[src/rtl/crypt_sequencer_pkg.sv]
// Shared constants, state encoding and rotate helpers for the ENC/DEC crypt sequencer.
package crypt_sequencer_pkg;

  localparam logic [5:0] OPC_RTYPE   = 6'h00;
  localparam logic [5:0] FUNCT_ENC   = 6'h30;
  localparam logic [5:0] FUNCT_DEC   = 6'h31;
  localparam logic [1:0] RWSRC_CRYPT = 2'b11;
  localparam int         DEF_ROUNDS  = 8;
  localparam int         DEF_ROT     = 3;
  localparam int         IDX_W       = 4;

  typedef enum logic [1:0] {
    S_IDLE = 2'd0,
    S_RUN  = 2'd1,
    S_DONE = 2'd2
  } state_e;

  // Rotates go through a doubled word so a zero amount needs no special case.
  function automatic logic [31:0] rol32(input logic [31:0] v, input logic [4:0] sh);
    logic [63:0] d;
    d = {v, v} << sh;
    return d[63:32];
  endfunction

  function automatic logic [31:0] ror32(input logic [31:0] v, input logic [4:0] sh);
    logic [63:0] d;
    d = {v, v} >> sh;
    return d[31:0];
  endfunction

endpackage

[src/rtl/crypt_sequencer_round.sv]
// One keyed round including the round-key schedule; DEC walks the key schedule backwards.
module crypt_round
  import crypt_sequencer_pkg::*;
#(
  parameter int ROUNDS = DEF_ROUNDS,
  parameter int ROT    = DEF_ROT
) (
  input  logic [31:0]      x_i,
  input  logic [31:0]      key_i,
  input  logic [IDX_W-1:0] idx_i,
  input  logic             mode_i,
  output logic [31:0]      x_o
);

  localparam logic [IDX_W-1:0] LAST    = IDX_W'(ROUNDS - 1);
  localparam logic [4:0]       ROT_AMT = 5'(ROT);

  logic [IDX_W-1:0] j;
  logic [31:0]      k;

  always_comb begin
    j = mode_i ? (LAST - idx_i) : idx_i;
    k = rol32(key_i, {1'b0, j}) ^ {28'b0, j};
    if (mode_i) begin
      x_o = ror32(x_i - k, ROT_AMT) ^ k;
    end else begin
      x_o = rol32(x_i ^ k, ROT_AMT) + k;
    end
  end

endmodule

[src/rtl/crypt_sequencer.sv]
// Multi-cycle ENC/DEC sequencer: stalls the pipeline front end while ROUNDS rounds run,
// then offers the result to the writeback mux for a single cycle.
module crypt_sequencer
  import crypt_sequencer_pkg::*;
#(
  parameter int ROUNDS = DEF_ROUNDS,
  parameter int ROT    = DEF_ROT
) (
  input  logic             clk,
  input  logic             rst_n,
  input  logic             instr_valid,
  input  logic [5:0]       opcode,
  input  logic [5:0]       funct,
  input  logic [31:0]      src_data,
  input  logic [31:0]      src_key,
  output logic             stall,
  output logic             busy,
  output logic [IDX_W-1:0] round_idx,
  output logic [31:0]      result,
  output logic             result_valid
);

  localparam logic [IDX_W-1:0] LAST = IDX_W'(ROUNDS - 1);

  state_e           state_q, state_d;
  logic [31:0]      x_q, x_d;
  logic [31:0]      key_q, key_d;
  logic             mode_q, mode_d;
  logic [IDX_W-1:0] idx_q, idx_d;
  logic [31:0]      result_q, result_d;
  logic [31:0]      round_x;
  logic             is_crypt;
  logic             stall_raw;

  assign is_crypt = instr_valid && (opcode == OPC_RTYPE) &&
                    ((funct == FUNCT_ENC) || (funct == FUNCT_DEC));

  crypt_round #(.ROUNDS(ROUNDS), .ROT(ROT)) u_round (
    .x_i   (x_q),
    .key_i (key_q),
    .idx_i (idx_q),
    .mode_i(mode_q),
    .x_o   (round_x)
  );

  always_comb begin
    state_d      = state_q;
    x_d          = x_q;
    key_d        = key_q;
    mode_d       = mode_q;
    idx_d        = idx_q;
    result_d     = result_q;
    stall_raw    = 1'b0;
    result_valid = 1'b0;
    unique case (state_q)
      S_IDLE: begin
        stall_raw = is_crypt;
        if (is_crypt) begin
          x_d     = src_data;
          key_d   = src_key;
          mode_d  = funct[0];
          idx_d   = '0;
          state_d = S_RUN;
        end
      end
      S_RUN: begin
        stall_raw = 1'b1;
        x_d       = round_x;
        idx_d     = idx_q + 1'b1;
        if (idx_q == LAST) state_d = S_DONE;
      end
      S_DONE: begin
        result_valid = 1'b1;
        result_d     = x_q;
        state_d      = S_IDLE;
      end
      default: state_d = S_IDLE;
    endcase
  end

  always_ff @(posedge clk) begin
    if (!rst_n) begin
      state_q  <= S_IDLE;
      x_q      <= '0;
      key_q    <= '0;
      mode_q   <= 1'b0;
      idx_q    <= '0;
      result_q <= '0;
    end else begin
      state_q  <= state_d;
      x_q      <= x_d;
      key_q    <= key_d;
      mode_q   <= mode_d;
      idx_q    <= idx_d;
      result_q <= result_d;
    end
  end

  // The final value is visible in DONE itself, before it lands in result_q.
  assign stall     = stall_raw && rst_n;
  assign busy      = (state_q != S_IDLE);
  assign round_idx = (state_q == S_RUN) ? idx_q : '0;
  assign result    = (state_q == S_DONE) ? x_q : result_q;

endmodule

[config.mk]
export PLATFORM = sky130hd
export DESIGN_NAME = crypt_sequencer
export DESIGN_NICKNAME = d
export VERILOG_FILES = /design/src/rtl/crypt_sequencer_pkg.sv /design/src/rtl/crypt_sequencer_round.sv /design/src/rtl/crypt_sequencer.sv
export SDC_FILE = /design/constraint.sdc
export NUM_CORES = 1
export LEC_CHECK = 0
export ABC_AREA = 0
export BUFFER_PORTS_ARGS = -buffer_cell sky130_fd_sc_hd__buf_2
export CAP_MARGIN = 0
export CORE_ASPECT_RATIO = 0.7
export CORE_UTILIZATION = 25
export CTS_CLUSTER_DIAMETER = 30
export CTS_CLUSTER_SIZE = 16
export DETAILED_ROUTE_END_ITERATION = 16
export PLACE_DENSITY_LB_ADDON = 0.2
export RECOVER_POWER = 50
export SLEW_MARGIN = 10
export SYNTH_ARGS = -nofsm -noshare
export SYNTH_HDL_FRONTEND = slang
export SYNTH_SLANG_ARGS = --single-unit
[constraint.sdc]
create_clock -name clk -period 5.8 [get_ports clk]
set_clock_uncertainty 0.1 [all_clocks]
set_input_delay 0.58 -clock clk [delete_from_list [all_inputs] [get_ports clk]]
set_output_delay 0.58 -clock clk [all_outputs]
set_load 0.1 [all_outputs]
# [Word-level counts from Yosys, hierarchy flattened]
# Index checks and enable logic that the tools add are counted.
[totals] reg_bits=103 in_bits=79 out_inout_bits=39 wordCells=45
[classes] add_sub_neg=4 reduce_logical=11 n_eq_ne=7 n_bitwise=3 n_shift=1 mux=13
[op_table] op="$mux 32" count=3
[op_table] op="$pmux 32 s2" count=1
[op_table] op="$shl 64x4->64" count=1
[op_table] op="$xor 32x32->32" count=2
[op_table] op="$add 32x32->32" count=1
[op_table] op="$sub 32x32->32" count=1
[op_table] op="$xor 32x4->32" count=1
[op_table] op="$eq 6x6->1 const B" count=2
[op_table] op="$mux 4" count=3
[op_table] op="$pmux 4 s2" count=1
[op_table] op="$logic_not 6->1" count=1
[op_table] op="$reduce_and 2->1" count=3
[op_table] op="$add 4x1->4 const B" count=1
[op_table] op="$eq 4x3->1 const B" count=1
[op_table] op="$mux 2" count=2
[op_table] op="$ne 2x2->1 const B" count=2
[op_table] op="$pmux 2 s2" count=1
[op_table] op="$reduce_bool 2->1" count=2
[op_table] op="$sub 3x4->4 const A" count=1
[op_table] op="$logic_and 1x1->1" count=3
[op_table] op="$eq 2x1->1 const B" count=1
[op_table] op="$eq 2x2->1 const B" count=1
[op_table] op="$logic_not 2->1" count=1
[op_table] op="$pmux 1 s2" count=1
[op_table] op="other kinds (2)" count=2

# [Depth between registers and ports, before layout]
[depth] ltp_word=8 mapped_depth=25 ltp_nobuf=22

# [Hierarchy]
# Synthesis repeated with hierarchy kept, for this count alone.
[unflattened] cells_unflattened=1259 hier_area_um2=9938.3
[modules_own_cells] module="crypt_round" instances=1 cells_each=790 area_per_inst_um2=5794.3 seq_area_each_um2=0.0
[modules_own_cells] module="crypt_sequencer" instances=1 cells_each=469 area_per_inst_um2=4144.0 seq_area_each_um2=2062.0

# [Worst setup path after synthesis]
# Ideal clock, no wire load.
[synth_timing] kind="register -> register" from="register idx_q[0]" to="register x_q[25]" period_less_slack_ns=5.412 path_slack_ns=0.388 required_time_ns=5.566 t_arrival_ns=5.178 path_stages_with_launch=25 cell_sequence="dfxtp_1 > buf_4 > buf_4 > xnor2_1 > buf_2 > buf_2 > buf_2 > mux4_2 > mux2i_1 > mux2i_1 > xnor2_1 > ha_1 > inv_1 > fa_1 > a21o_1 > a21oi_1 > nand2b_1 > a211oi_1 > a31oi_1 > nand2_1 > a41oi_2 > nor3_1 > mux2_1 > o41ai_1 > a31oi_1"
[synth_between] elab_chain_len=8 elab_cells_between_ends=10 cone_classes="3 x add/sub; 1 x shift; 3 x mux; 3 x bitwise"
[synth_rtl] item="start: declaration" line_no="crypt_sequencer.sv:29" text="logic [IDX_W-1:0] idx_q, idx_d;"
[synth_rtl] item="start signal: assignment" line_no="crypt_sequencer.sv:94" text="idx_q <= idx_d;"
[synth_rtl] item="$sub 3x4->4" line_no="crypt_sequencer_round.sv:22" text="j = mode_i ? (LAST - idx_i) : idx_i;"
[synth_rtl] item="$mux 4 *" line_no="crypt_sequencer_round.sv:22"
[synth_rtl] item="$shl 64x4->64" line_no="crypt_sequencer_pkg.sv:21" text="d = {v, v} << sh;"
[synth_rtl] item="$xor 32x4->32 *" line_no="crypt_sequencer_round.sv:23" text="k = rol32(key_i, {1'b0, j}) ^ {28'b0, j};"
[synth_rtl] item="$xor 32x32->32 / $sub 32x32->32 (equally long branches)" line_no="crypt_sequencer_round.sv:27, crypt_sequencer_round.sv:25"
[synth_rtl] item="$add 32x32->32 / $xor 32x32->32 (equally long branches)" line_no="crypt_sequencer_round.sv:27, crypt_sequencer_round.sv:25"
[synth_rtl] item="$mux 32 *" line_no="crypt_sequencer_round.sv:24" text="if (mode_i) begin"
[synth_rtl] item="$pmux 32 s2 *" line_no="crypt_sequencer.sv:55" text="unique case (state_q)"
[synth_rtl] item="end signal: assignment" line_no="crypt_sequencer.sv:84" text="x_q <= '0;"
[synth_rtl] item="end signal: assignment" line_no="crypt_sequencer.sv:91" text="x_q <= x_d;"
[synth_rtl] item="end: declaration" line_no="crypt_sequencer.sv:26" text="logic [31:0] x_q, x_d;"
# Mark *: on every way between the ends. The rest lies on a longest branch, timed or not.
# A chain may end at the register's enable or synchronous reset.

# [Worst setup path after layout]
[layout_timing] from="register mode_q" to="register x_q[12]"
[layout_between] elab_chain_len=7 elab_cells_between_ends=9 cone_classes="2 x add/sub; 1 x shift; 3 x mux; 3 x bitwise"
[layout_rtl] item="start: declaration" line_no="crypt_sequencer.sv:28" text="logic mode_q, mode_d;"
[layout_rtl] item="start signal: assignment" line_no="crypt_sequencer.sv:93" text="mode_q <= mode_d;"
[layout_rtl] item="$mux 4" line_no="crypt_sequencer_round.sv:22"
[layout_rtl] item="$shl 64x4->64" line_no="crypt_sequencer_pkg.sv:21"
[layout_rtl] item="$xor 32x4->32" line_no="crypt_sequencer_round.sv:23"
[layout_rtl] item="$xor 32x32->32 / $sub 32x32->32 (equally long branches)" line_no="crypt_sequencer_round.sv:27, crypt_sequencer_round.sv:25"
[layout_rtl] item="$add 32x32->32 / $xor 32x32->32 (equally long branches)" line_no="crypt_sequencer_round.sv:27, crypt_sequencer_round.sv:25"
[layout_rtl] item="$mux 32 *" line_no="crypt_sequencer_round.sv:24"
[layout_rtl] item="$pmux 32 s2 *" line_no="crypt_sequencer.sv:55"
# Marked as above.

==> metrics.csv <==
metric;value;unit
crit path DAT;5.64;ns
reg-to-reg slack, setup;0.34;ns
largest net degree at the start of global routing;50;
Final Net Count;1561;
starting DRC count in detailed routing;774;
TritonCTS clock tree;built;
Reg clk slew, reported paths;0.09;ns
GRT Total Usage;18.3;%
post-synthesis adder-cell area fraction;8.30;%
Final period util;94.2;%
RSZ-0062 raised after global routing;no;
CP required;5.97;ns
GPL Wtd Cong;0.898;
Max Cap Viol;2;
IO Pins;118;
failing checks;max-capacitance violations, max-slew violations;
DR pass1 iterations;5;
ys flop type;dfxtp_1;
dpl hpwl;30.4;mm
CP endpoint kind;flop;
Routed Antenna Nets;0;
port buffer count;117;
compound-cell area share of the yosys netlist;19.8;%
clk root buf;clkbuf_16;
Synth Area in Simple Gates;18.1;%
Initial Util;25.4;%
synth unique cells;75;
deepest clock path buffer count;2;
syn_nets;1399;
routed len/inst;19.4;um
slew margin rel.;-70.5;%
Syn Inst Count;1256;
Final Hold Vio Count;0;
via count of the first global-routing pass;9298;
Synth async-reset ratio;0;%
power density cells;115;nW/um^2
CTS sink cnt;103;
fraction of layout cells with a size suffix above 1;21.4;%
status;finished with violations;
Final min period;5.46;ns
syn_area_per_cell;8.02;sq um
CP max FO;19;
Final TNS setup;0;ns
Die Y;170;um
WL final;38.0;mm
detailed-route DRC error count;0;
row cnt;61;
crit path kind;reg -> reg;
Post-synth EDFFs;0;
Die Width;242;um
Worst setup SP type;flop;
initial antenna violation count;0;
H-tree Lvls;3;
Hold Crit Class;in -> reg;
max incr delay on CP;0.41;ns
gr ovfl total;0;
Slowest cell on crit path;dfxtp_4;
XOR/XNOR Fraction of Synth Area;7.73;%
area delta synth->final;21.0;%
Leakage;0.00539;uW
core area;39700;sq um
Achievable Freq;0.183;GHz
Seq/Total Area, Yosys;20.5;%
Post-Syn Area;10100;sq um
overall power;1400;uW
Max Slew Vio Count;85;
multiplexer area fraction after synthesis;19.9;%
TritonCTS Buffers;9;
pre-CTS setup slack;0.179;ns
first-pass GRT wire length;57.6;mm
die area;41100;sq um
vias per cell;5.00;
# setup viols final;0;
worst-margin pin slew;2.56;ns
yosys warns;0;
largest family of logic cells by synthesized area;multiplexers;
# diodes;0;
Peak VDD IR;0.114;mV
flops & latches, synth;103;
worst skew pair latency;0.37;ns
Setup WS post-layout;0.338;ns
Vias;9794;
## power by group
part,leakage [uW],switching (uW),internal [uW]
Clock,0.000139,332,302
Sequential,0.000830,0.243,706
Combinational,0.00442,29.4,25.4
## cell type report
| cell class | count | area [sq um] |
|---|---|---|
| clock inverter | 7 | 62.6 |
| clock buffer | 9 | 225 |
| inverter | 70 | 263 |
| tap | 535 | 669 |
| fill | 4343 | 27500 |
| timing repair buffer | 221 | 1390 |
| sequential | 103 | 2070 |
| multi-input combinational | 1013 | 7510 |
## cell usage after synthesis, drive strengths merged (5+ instances only)
master | count | area [sq um]
nand2 | 177 | 664
a21oi | 122 | 618
dfxtp | 103 | 2060
mux2i | 95 | 951
nor2 | 82 | 310
inv | 70 | 263
xnor2 | 69 | 604
ha | 62 | 776
and2 | 40 | 250
clkbuf | 39 | 146
mux2 | 37 | 417
o21ai | 36 | 180
a21o | 31 | 233
buf | 31 | 161
mux4 | 28 | 638
xor2 | 19 | 174
nand3 | 18 | 90.1
a211oi | 16 | 130
and3 | 16 | 100
nand2b | 14 | 87.6
nor3 | 14 | 70.1
a31oi | 12 | 81.3
a311oi | 11 | 96.3
o21bai | 11 | 82.6
nand4 | 10 | 62.6
nor2b | 9 | 56.3
o21a | 7 | 52.6
nor4 | 6 | 37.5
o41ai | 6 | 67.6
a221oi | 5 | 43.8
o211ai | 5 | 37.5
## what timing repair did
item	in CTS	in global routing
hold buffers	0	0
setup endpoints to repair	0	11
resized for setup	0	8
setup buffers	0	2
hold endpoints to repair	0	0
## critical path, delay by kind of cell (launching register included)
kind,cells,cell delay (ns)
compound gates,10,1.77
xor+xnor,2,0.51
fa+ha+maj,3,0.91
buf+inv,6,0.89
flops,1,0.41
mux,3,0.63
simple gates,1,0.15
## per-layer routing
layer / track usage (%) / share of wire, % / vias to the layer above
met3: 2.71 / 5.4 / 21
met5: 0 / 0 / -
met2: 27.7 / 42 / 248
met1: 27.5 / 52 / 4706
li1: - / - / 4819
met4: 3.11 / 1.1 / 0
## sequential cells by signal, summed over array words and instances (netlist names)
register  cells
x_q          32
result_q     32
key_q        32
state_q       2
mode_q        1
idx_q         4
## path summary, 6_finish.rpt
kind,startpoint,end,cells past startpoint
max,mode_q$_SDFFE_PN0P_,x_q[12]$_SDFFE_PN0P_,25
min,src_key[11],key_q[11]$_SDFFE_PN0P_,3
max reg2reg,mode_q$_SDFFE_PN0P_,x_q[12]$_SDFFE_PN0P_,25
min reg2reg,key_q[10]$_SDFFE_PN0P_,key_q[10]$_SDFFE_PN0P_,2
## kinds of logic after synthesis
group	after synthesis
AND/OR/NAND/NOR	398
buffers and inverters	140
multiplexers	160
adder cells (fa/ha/maj)	66
flip-flops	103
AO/OA/AOI/OAI	301
XOR/XNOR	88
## stage by stage
step	util [%]	std cells	hold WS, ns	instance area, sq um
6_report	30.7	1958	0.342	12200
3_3_place_gp	29.8	1939	0.369	11800
3_5_place_dp	29.8	1939	0.377	11800
5_1_grt	30.7	1958	0.344	12200
4_1_cts	30.6	1955	0.332	12100
2_1_floorplan	-	1256	0.348	10100
## cells in the final DEF, fill, tap and decap left out, drive strengths merged, types with 40 or more instances in the layout
cell   instances
dfxtp        103
nor2          82
a21oi        122
and2          40
mux2i         95
buf          214
nand2        177
ha            62
inv           74
xnor2         69
Power figures use the tool's default switching activity.
